### src/rtl/axil_pkg.sv
// Shared definitions for the AXI4-Lite master port.
// Contents: AXI response codes, default protection value, the write and read
// engine state encodings, and a response classification helper.
package axil_pkg;

  localparam int unsigned AXIL_RESP_WIDTH = 2;
  localparam int unsigned AXIL_PROT_WIDTH = 3;

  localparam logic [AXIL_RESP_WIDTH-1:0] AXIL_OKAY   = 2'd0;
  localparam logic [AXIL_RESP_WIDTH-1:0] AXIL_EXOKAY = 2'd1;
  localparam logic [AXIL_RESP_WIDTH-1:0] AXIL_SLVERR = 2'd2;
  localparam logic [AXIL_RESP_WIDTH-1:0] AXIL_DECERR = 2'd3;

  // Unprivileged, secure, data access.
  localparam logic [AXIL_PROT_WIDTH-1:0] AXIL_PROT_DEFAULT = 3'b000;

  typedef enum logic [1:0] {
    W_IDLE      = 2'd0,
    W_ADDR_DATA = 2'd1,
    W_RESP      = 2'd2
  } wr_state_t;

  typedef enum logic [1:0] {
    R_IDLE = 2'd0,
    R_ADDR = 2'd1,
    R_DATA = 2'd2
  } rd_state_t;

  // Any response other than OKAY is counted as an error, EXOKAY included.
  function automatic logic resp_is_err(input logic [AXIL_RESP_WIDTH-1:0] resp);
    return resp inside {AXIL_EXOKAY, AXIL_SLVERR, AXIL_DECERR};
  endfunction

endpackage

### src/rtl/axil_wr_engine.sv
// Write engine of the AXI4-Lite master port.
// Accepts a single-cycle write request, issues AW and W with independent
// handshake tracking, waits for B, reports BRESP and counts error responses.
// Ports:
//   clk, rst_n                          clock, synchronous active-low reset
//   wr_start/addr/data/strb             user request (taken only when wr_ready)
//   wr_ready, wr_done, wr_resp          engine idle, completion pulse, last BRESP
//   wr_err_count                        saturating count of non-OKAY BRESPs
//   m_axil_aw*/w*/b*                    AXI4-Lite write channels
module axil_wr_engine
  import axil_pkg::*;
#(
  parameter int unsigned DATA_WIDTH    = 32,
  parameter int unsigned ADDR_WIDTH    = 5,
  parameter int unsigned STRB_WIDTH    = DATA_WIDTH / 8,
  parameter int unsigned ERR_CNT_WIDTH = 8
) (
  input  logic                       clk,
  input  logic                       rst_n,
  input  logic                       wr_start,
  input  logic [ADDR_WIDTH-1:0]      wr_addr,
  input  logic [DATA_WIDTH-1:0]      wr_data,
  input  logic [STRB_WIDTH-1:0]      wr_strb,
  output logic                       wr_ready,
  output logic                       wr_done,
  output logic [AXIL_RESP_WIDTH-1:0] wr_resp,
  output logic [ERR_CNT_WIDTH-1:0]   wr_err_count,
  output logic [ADDR_WIDTH-1:0]      m_axil_awaddr,
  output logic                       m_axil_awvalid,
  input  logic                       m_axil_awready,
  output logic [DATA_WIDTH-1:0]      m_axil_wdata,
  output logic [STRB_WIDTH-1:0]      m_axil_wstrb,
  output logic                       m_axil_wvalid,
  input  logic                       m_axil_wready,
  input  logic [AXIL_RESP_WIDTH-1:0] m_axil_bresp,
  input  logic                       m_axil_bvalid,
  output logic                       m_axil_bready
);

  localparam logic [ERR_CNT_WIDTH-1:0] ERR_MAX = '1;

  wr_state_t                    state_q, state_d;
  logic [ADDR_WIDTH-1:0]        addr_q, addr_d;
  logic [DATA_WIDTH-1:0]        data_q, data_d;
  logic [STRB_WIDTH-1:0]        strb_q, strb_d;
  logic                         awvalid_q, awvalid_d;
  logic                         wvalid_q, wvalid_d;
  logic                         bready_q, bready_d;
  logic                         ready_q, ready_d;
  logic                         done_q, done_d;
  logic [AXIL_RESP_WIDTH-1:0]   resp_q, resp_d;
  logic [ERR_CNT_WIDTH-1:0]     err_q, err_d;

  logic aw_hs;
  logic w_hs;
  logic b_hs;

  assign aw_hs = awvalid_q & m_axil_awready;
  assign w_hs  = wvalid_q & m_axil_wready;
  assign b_hs  = bready_q & m_axil_bvalid;

  // Next-state and next-output logic.
  always_comb begin
    state_d   = state_q;
    addr_d    = addr_q;
    data_d    = data_q;
    strb_d    = strb_q;
    awvalid_d = awvalid_q;
    wvalid_d  = wvalid_q;
    bready_d  = bready_q;
    ready_d   = ready_q;
    done_d    = 1'b0;
    resp_d    = resp_q;
    err_d     = err_q;

    case (state_q)
      W_IDLE: begin
        if (wr_start) begin
          addr_d    = wr_addr;
          data_d    = wr_data;
          strb_d    = wr_strb;
          awvalid_d = 1'b1;
          wvalid_d  = 1'b1;
          ready_d   = 1'b0;
          state_d   = W_ADDR_DATA;
        end
      end

      W_ADDR_DATA: begin
        if (aw_hs) awvalid_d = 1'b0;
        if (w_hs)  wvalid_d  = 1'b0;
        // A channel is finished once its valid has dropped or handshakes now.
        if ((aw_hs || !awvalid_q) && (w_hs || !wvalid_q)) begin
          bready_d = 1'b1;
          state_d  = W_RESP;
        end
      end

      W_RESP: begin
        if (b_hs) begin
          bready_d = 1'b0;
          resp_d   = m_axil_bresp;
          done_d   = 1'b1;
          ready_d  = 1'b1;
          state_d  = W_IDLE;
          if (resp_is_err(m_axil_bresp) && (err_q != ERR_MAX)) begin
            err_d = err_q + ERR_CNT_WIDTH'(1);
          end
        end
      end

      default: begin
        awvalid_d = 1'b0;
        wvalid_d  = 1'b0;
        bready_d  = 1'b0;
        ready_d   = 1'b1;
        state_d   = W_IDLE;
      end
    endcase
  end

  // State and output registers.
  always_ff @(posedge clk) begin
    if (!rst_n) begin
      state_q   <= W_IDLE;
      addr_q    <= '0;
      data_q    <= '0;
      strb_q    <= '0;
      awvalid_q <= 1'b0;
      wvalid_q  <= 1'b0;
      bready_q  <= 1'b0;
      ready_q   <= 1'b1;
      done_q    <= 1'b0;
      resp_q    <= AXIL_OKAY;
      err_q     <= '0;
    end else begin
      state_q   <= state_d;
      addr_q    <= addr_d;
      data_q    <= data_d;
      strb_q    <= strb_d;
      awvalid_q <= awvalid_d;
      wvalid_q  <= wvalid_d;
      bready_q  <= bready_d;
      ready_q   <= ready_d;
      done_q    <= done_d;
      resp_q    <= resp_d;
      err_q     <= err_d;
    end
  end

  assign wr_ready       = ready_q;
  assign wr_done        = done_q;
  assign wr_resp        = resp_q;
  assign wr_err_count   = err_q;
  assign m_axil_awaddr  = addr_q;
  assign m_axil_awvalid = awvalid_q;
  assign m_axil_wdata   = data_q;
  assign m_axil_wstrb   = strb_q;
  assign m_axil_wvalid  = wvalid_q;
  assign m_axil_bready  = bready_q;

endmodule

### src/rtl/axil_master_port.sv
// AXI4-Lite master port: turns single-cycle user write/read requests into
// AXI4-Lite transactions. Write and read engines run independently.
// Ports:
//   clk, rst_n                                clock, synchronous active-low reset
//   wr_start/addr/data/strb -> wr_ready/done/resp/err_count   write request side
//   rd_start/addr -> rd_ready/done/data/resp/err_count        read request side
//   m_axil_*                                  AXI4-Lite master interface
module axil_master_port
  import axil_pkg::*;
#(
  parameter int unsigned DATA_WIDTH    = 32,
  parameter int unsigned ADDR_WIDTH    = 5,
  parameter int unsigned STRB_WIDTH    = DATA_WIDTH / 8,
  parameter int unsigned ERR_CNT_WIDTH = 8
) (
  input  logic                       clk,
  input  logic                       rst_n,
  input  logic                       wr_start,
  input  logic [ADDR_WIDTH-1:0]      wr_addr,
  input  logic [DATA_WIDTH-1:0]      wr_data,
  input  logic [STRB_WIDTH-1:0]      wr_strb,
  output logic                       wr_ready,
  output logic                       wr_done,
  output logic [AXIL_RESP_WIDTH-1:0] wr_resp,
  input  logic                       rd_start,
  input  logic [ADDR_WIDTH-1:0]      rd_addr,
  output logic                       rd_ready,
  output logic                       rd_done,
  output logic [DATA_WIDTH-1:0]      rd_data,
  output logic [AXIL_RESP_WIDTH-1:0] rd_resp,
  output logic [ERR_CNT_WIDTH-1:0]   wr_err_count,
  output logic [ERR_CNT_WIDTH-1:0]   rd_err_count,
  output logic [ADDR_WIDTH-1:0]      m_axil_awaddr,
  output logic [AXIL_PROT_WIDTH-1:0] m_axil_awprot,
  output logic                       m_axil_awvalid,
  input  logic                       m_axil_awready,
  output logic [DATA_WIDTH-1:0]      m_axil_wdata,
  output logic [STRB_WIDTH-1:0]      m_axil_wstrb,
  output logic                       m_axil_wvalid,
  input  logic                       m_axil_wready,
  input  logic [AXIL_RESP_WIDTH-1:0] m_axil_bresp,
  input  logic                       m_axil_bvalid,
  output logic                       m_axil_bready,
  output logic [ADDR_WIDTH-1:0]      m_axil_araddr,
  output logic [AXIL_PROT_WIDTH-1:0] m_axil_arprot,
  output logic                       m_axil_arvalid,
  input  logic                       m_axil_arready,
  input  logic [DATA_WIDTH-1:0]      m_axil_rdata,
  input  logic [AXIL_RESP_WIDTH-1:0] m_axil_rresp,
  input  logic                       m_axil_rvalid,
  output logic                       m_axil_rready
);

  localparam logic [ERR_CNT_WIDTH-1:0] ERR_MAX = '1;

  assign m_axil_awprot = AXIL_PROT_DEFAULT;
  assign m_axil_arprot = AXIL_PROT_DEFAULT;

  // Write path.
  axil_wr_engine #(
    .DATA_WIDTH    (DATA_WIDTH),
    .ADDR_WIDTH    (ADDR_WIDTH),
    .STRB_WIDTH    (STRB_WIDTH),
    .ERR_CNT_WIDTH (ERR_CNT_WIDTH)
  ) u_wr_engine (
    .clk            (clk),
    .rst_n          (rst_n),
    .wr_start       (wr_start),
    .wr_addr        (wr_addr),
    .wr_data        (wr_data),
    .wr_strb        (wr_strb),
    .wr_ready       (wr_ready),
    .wr_done        (wr_done),
    .wr_resp        (wr_resp),
    .wr_err_count   (wr_err_count),
    .m_axil_awaddr  (m_axil_awaddr),
    .m_axil_awvalid (m_axil_awvalid),
    .m_axil_awready (m_axil_awready),
    .m_axil_wdata   (m_axil_wdata),
    .m_axil_wstrb   (m_axil_wstrb),
    .m_axil_wvalid  (m_axil_wvalid),
    .m_axil_wready  (m_axil_wready),
    .m_axil_bresp   (m_axil_bresp),
    .m_axil_bvalid  (m_axil_bvalid),
    .m_axil_bready  (m_axil_bready)
  );

  // Read path.
  rd_state_t                  rstate_q, rstate_d;
  logic [ADDR_WIDTH-1:0]      araddr_q, araddr_d;
  logic                       arvalid_q, arvalid_d;
  logic                       rready_q, rready_d;
  logic                       rd_ready_q, rd_ready_d;
  logic                       rd_done_q, rd_done_d;
  logic [DATA_WIDTH-1:0]      rd_data_q, rd_data_d;
  logic [AXIL_RESP_WIDTH-1:0] rd_resp_q, rd_resp_d;
  logic [ERR_CNT_WIDTH-1:0]   rd_err_q, rd_err_d;

  // Read next-state and next-output logic.
  always_comb begin
    rstate_d   = rstate_q;
    araddr_d   = araddr_q;
    arvalid_d  = arvalid_q;
    rready_d   = rready_q;
    rd_ready_d = rd_ready_q;
    rd_done_d  = 1'b0;
    rd_data_d  = rd_data_q;
    rd_resp_d  = rd_resp_q;
    rd_err_d   = rd_err_q;

    case (rstate_q)
      R_IDLE: begin
        if (rd_start) begin
          araddr_d   = rd_addr;
          arvalid_d  = 1'b1;
          rd_ready_d = 1'b0;
          rstate_d   = R_ADDR;
        end
      end

      R_ADDR: begin
        if (arvalid_q && m_axil_arready) begin
          arvalid_d = 1'b0;
          rready_d  = 1'b1;
          rstate_d  = R_DATA;
        end
      end

      R_DATA: begin
        if (rready_q && m_axil_rvalid) begin
          rready_d   = 1'b0;
          rd_data_d  = m_axil_rdata;
          rd_resp_d  = m_axil_rresp;
          rd_done_d  = 1'b1;
          rd_ready_d = 1'b1;
          rstate_d   = R_IDLE;
          if (resp_is_err(m_axil_rresp) && (rd_err_q != ERR_MAX)) begin
            rd_err_d = rd_err_q + ERR_CNT_WIDTH'(1);
          end
        end
      end

      default: begin
        arvalid_d  = 1'b0;
        rready_d   = 1'b0;
        rd_ready_d = 1'b1;
        rstate_d   = R_IDLE;
      end
    endcase
  end

  // Read state and output registers.
  always_ff @(posedge clk) begin
    if (!rst_n) begin
      rstate_q   <= R_IDLE;
      araddr_q   <= '0;
      arvalid_q  <= 1'b0;
      rready_q   <= 1'b0;
      rd_ready_q <= 1'b1;
      rd_done_q  <= 1'b0;
      rd_data_q  <= '0;
      rd_resp_q  <= AXIL_OKAY;
      rd_err_q   <= '0;
    end else begin
      rstate_q   <= rstate_d;
      araddr_q   <= araddr_d;
      arvalid_q  <= arvalid_d;
      rready_q   <= rready_d;
      rd_ready_q <= rd_ready_d;
      rd_done_q  <= rd_done_d;
      rd_data_q  <= rd_data_d;
      rd_resp_q  <= rd_resp_d;
      rd_err_q   <= rd_err_d;
    end
  end

  assign m_axil_araddr  = araddr_q;
  assign m_axil_arvalid = arvalid_q;
  assign m_axil_rready  = rready_q;
  assign rd_ready       = rd_ready_q;
  assign rd_done        = rd_done_q;
  assign rd_data        = rd_data_q;
  assign rd_resp        = rd_resp_q;
  assign rd_err_count   = rd_err_q;

endmodule

### config.mk
export PLATFORM = sky130hd
export DESIGN_NAME = axil_master_port
export DESIGN_NICKNAME = d
export VERILOG_FILES = /design/src/rtl/axil_pkg.sv /design/src/rtl/axil_wr_engine.sv /design/src/rtl/axil_master_port.sv
export SDC_FILE = /design/constraint.sdc
export NUM_CORES = 1
export LEC_CHECK = 0
export ABC_AREA = 1
export CAP_MARGIN = 20
export CORE_UTILIZATION = 45
export CTS_CLUSTER_DIAMETER = 200
export CTS_CLUSTER_SIZE = 12
export DETAILED_ROUTE_END_ITERATION = 10
export DONT_BUFFER_PORTS = 1
export PLACE_DENSITY_LB_ADDON = 0.3
export SETUP_SLACK_MARGIN = 0.5
export SLEW_MARGIN = 20
export SYNTH_ARGS = -nofsm -noshare
export SYNTH_HDL_FRONTEND = slang
export SYNTH_HIERARCHICAL = 1
export SYNTH_SLANG_ARGS = --single-unit
### constraint.sdc
create_clock -name clk -period 1.3 [get_ports clk]
set_input_delay 0.13 -clock clk [delete_from_list [all_inputs] [get_ports clk]]
set_output_delay 0.13 -clock clk [all_outputs]
set_load 0.01 [all_outputs]
==> impl_metrics.csv <==
group,metric,value,unit
placed_design,io_buffers,0,
synth,synth_area_leaders,"dfxtp_1 (51%), nor2_1 (16%), o21ai_0 (9.6%), nand2_1 (6.5%), a21oi_1 (2.4%)",
synth,synth_commonest_cells,"nor2_1 (187), dfxtp_1 (111), o21ai_0 (84), nand2_1 (76), inv_1 (27)",
route,vias,4500,
global_route,grt_usage,25.6,%
route,ant_nets,0,
global_route,gr-total-overflow,0,
power,power_leakage,2.84,nW
route,routed_wl,16000,microns
timing,slew_violations,0,
die,start_util,46.9,%
cts,clock_latency,0.37,ns
outcome,status,"finished with violations",
critical_path,endpoint_kind,"flip-flop",
finish,fill_cells,562,
synth,ys_types,29,
critical_path,cp-start-kind,"flip-flop",
synth,netlist_instances,592,
die,die_y,101,microns
critical_path,cp_num_buf_inv,3,
placed_design,dp_cells,706,
timing,rsz0062_at_grt,"yes",
synth,synth_top_area_share,50.5,%
cts,cts_buffers,9,
critical_path,cp.arrival,1.62,ns
synth,synth-warning-count,6,
timing,fmax,0.748,GHz
cts,path_clk_slew,0.11,ns
timing,fin_crit,1.34,ns
timing,worst_slew_pin_slew,0.583,ns
critical_path,rrSetupSlack,-0.04,ns
timing,finalCritPeriodShare,103,%
finish,seqCellArea,2560,sq um
timing,setup_violations,6,
route,via_per_inst,5.50,
global_route,met3_usage,8.04,%
die,ios,204,
outcome,violations,"hold timing, setup timing",
finish,instances_no_fill,818,
route,drt_drc_violations_left,0,
finish,antenna_cells,0,
route,firstDrtPassIters,5,
cts,clock_path_buffers,2,
route,drt-initial-drc-count,135,
synth,synth_area,4400,sq um
global_route,use_met1,25.9,%
power,powerDensity,963,nW/um^2
global_route,grt_pass1_wl,20200,microns
placed_design,hpwl,7460,microns
synth,synth_top_cell_by_area,"dfxtp_1",
placed_design,gp_congestion,0.821,
cts,cts_tree,"yes",
critical_path,crit_family,"flip-flops",
critical_path,critPathMaxStageDelay,0.42,ns
route,wl_per_cell,19.6,microns
finish,area_growth,65.2,%
global_route,grt_pass1_vias,4210,
die,fp-row-count,35,
cts,cts-root-buf,"clkbuf_8",
critical_path,crit_type,"flip-flop to flip-flop",
min_path,hold_class,"input port to flip-flop",
timing,setup_slack,-0.0365,ns
job,drv_cap,0,
placed_design,dpl_worst_slack,0.0654,ns
die,core_area,9370,sq um
critical_path,cp_max_fo,8,
timing,max_slew_margin,61.1,%
timing,hold_violations,70,
global_route,use_met2,48.3,%
global_route,grt_max_degree,88,
synth,ys_dominant_reg_cell,"dfxtp_1",
global_route,antenna_found_initial,1,
synth,synth_seq_area_share,50.5,%
synth,async_flop_share,0,%
die,dieArea,10200,sq um
critical_path,critPathSlowestCell,"dfxtp_4",
timing,fin_worst_skew,0.0192,ns
timing,holdWs,-0.138,ns
finish,multi_input_area,2740,sq um
die,die_w,101,microns
finish,fin_util,77.5,%
global_route,top_usage_layer,"met2",
cts,cts_max_level,3,
finish,drive_above_1_share,57.5,%
power,ir_drop,0.589,mV
cts,cts.sinks,111,
critical_path,cp_cell_sequence,"nand2_8 -> nor2_8 -> buf_6 -> buf_12 -> buf_16 -> o21ai_2 -> nor2_1",
synth,synth_edf_count,0,
power,p_total,7.00,mW
finish,fin_nets,778,
synth,yosys_register_bits,111,
critical_path,cp.required,1.59,ns
synth,avgSynthCellArea,7.43,sq um
synth,yosysMostFrequentCell,"nor2_1",
report_power, final:
part | switching, mW | internal [mW]
combinational | 0.658 | 0.614
sequential | 0.280 | 3.52
clock | 1.21 | 0.723
total | 2.14 | 4.85
final timing paths:
path | startpoint | endpoint | cells past startpoint
setup / recovery | m_axil_rready$_SDFFE_PN0P_ | rd_data[10]$_SDFFE_PN0P_ | 7
hold / removal | rst_n | rd_resp[1]$_SDFFE_PN0P_ | 2
setup reg to reg | m_axil_rready$_SDFFE_PN0P_ | rd_data[10]$_SDFFE_PN0P_ | 7
hold reg to reg | rd_ready$_SDFFE_PN1P_ | rd_ready$_SDFFE_PN1P_ | 2
cell type report:
| type | instances | share of cell area (%) |
|---|---|---|
| clock inverter | 6 | 0.723 |
| sequential | 111 | 35.2 |
| timing repair inverter | 7 | 1.55 |
| multi-input combinational | 425 | 37.7 |
| clock buffer | 9 | 1.70 |
| tap | 129 | 2.22 |
| timing repair buffer | 100 | 18.6 |
| inverter | 31 | 2.31 |
per-layer routing:
layer / share of wire, % / routed length [microns] / vias to the layer above
met2: 55 / 8790 / 251
met5: 0.075 / 12 / -
met4: 3.1 / 493 / 2
met1: 33 / 5330 / 2124
li1: - / - / 2072
met3: 8.8 / 1420 / 51
stage by stage:
| step | TNS [ns] | instance area [sq um] |
|---|---|---|
| after global routing | -1.22 | 7270 |
| after floorplan | 0 | 4670 |
| after global placement | 0 | 4700 |
| after CTS | 0 | 6310 |
| after detailed placement | 0 | 4700 |
| final | -0.138 | 7270 |
registers in the layout, summed over array words and instances, names as in the netlist, 4 cells and up:
signal                     cells
rd_data                       32
u_wr_engine/m_axil_awaddr      5
u_wr_engine/wr_err_count       8
u_wr_engine/m_axil_wdata      32
m_axil_araddr                  5
u_wr_engine/m_axil_wstrb       4
rd_err_count                   8
placed cells by master (no fill, tap or decap), types with 2 or more instances in the layout:
cell / synthesis / layout
nor2_1: 187 / 115
dfxtp_4: 0 / 78
nand2_1: 76 / 62
o21ai_2: 1 / 56
nor2_4: 4 / 40
nor2_2: 3 / 39
dfxtp_2: 0 / 33
dlygate4sd3_1: 0 / 32
o21ai_1: 2 / 26
buf_4: 10 / 23
inv_1: 27 / 19
buf_6: 0 / 17
a21oi_1: 21 / 13
buf_16: 0 / 13
nand2_2: 6 / 11
buf_12: 0 / 11
nand2_4: 3 / 9
clkbuf_8: 0 / 9
nand3_1: 15 / 8
a21oi_2: 0 / 8
inv_2: 4 / 7
nand3_2: 2 / 6
conb_1: 1 / 6
clkinv_8: 0 / 5
inv_8: 0 / 4
nand2_8: 0 / 3
xor2_1: 3 / 3
nand3_4: 0 / 3
clkbuf_16: 0 / 3
o21ai_0: 84 / 3
inv_4: 0 / 2
o21ai_4: 0 / 2
nand3b_1: 2 / 2
ha_4: 0 / 2
a31oi_1: 3 / 2
what timing repair did:
action,in CTS,in global routing
resized for setup,293,160
pin swaps,87,77
hold buffers,6,26
cloned,19,3
buffers inserted,34,9
setup endpoints to repair,218,218
hold endpoints to repair,95,88
cell families (layout without fill, tap and decap cells):
group,after synthesis,in the layout,share of synthesized area (%)
buf+inv,61,153,6.34
simple gates,301,301,28.7
other cells,1,6,0.0853
compound gates,113,113,13.1
flops,111,111,50.5
xor+xnor,3,3,0.598
fa+ha+maj,2,2,0.569
Power figures use the tool's default switching activity.
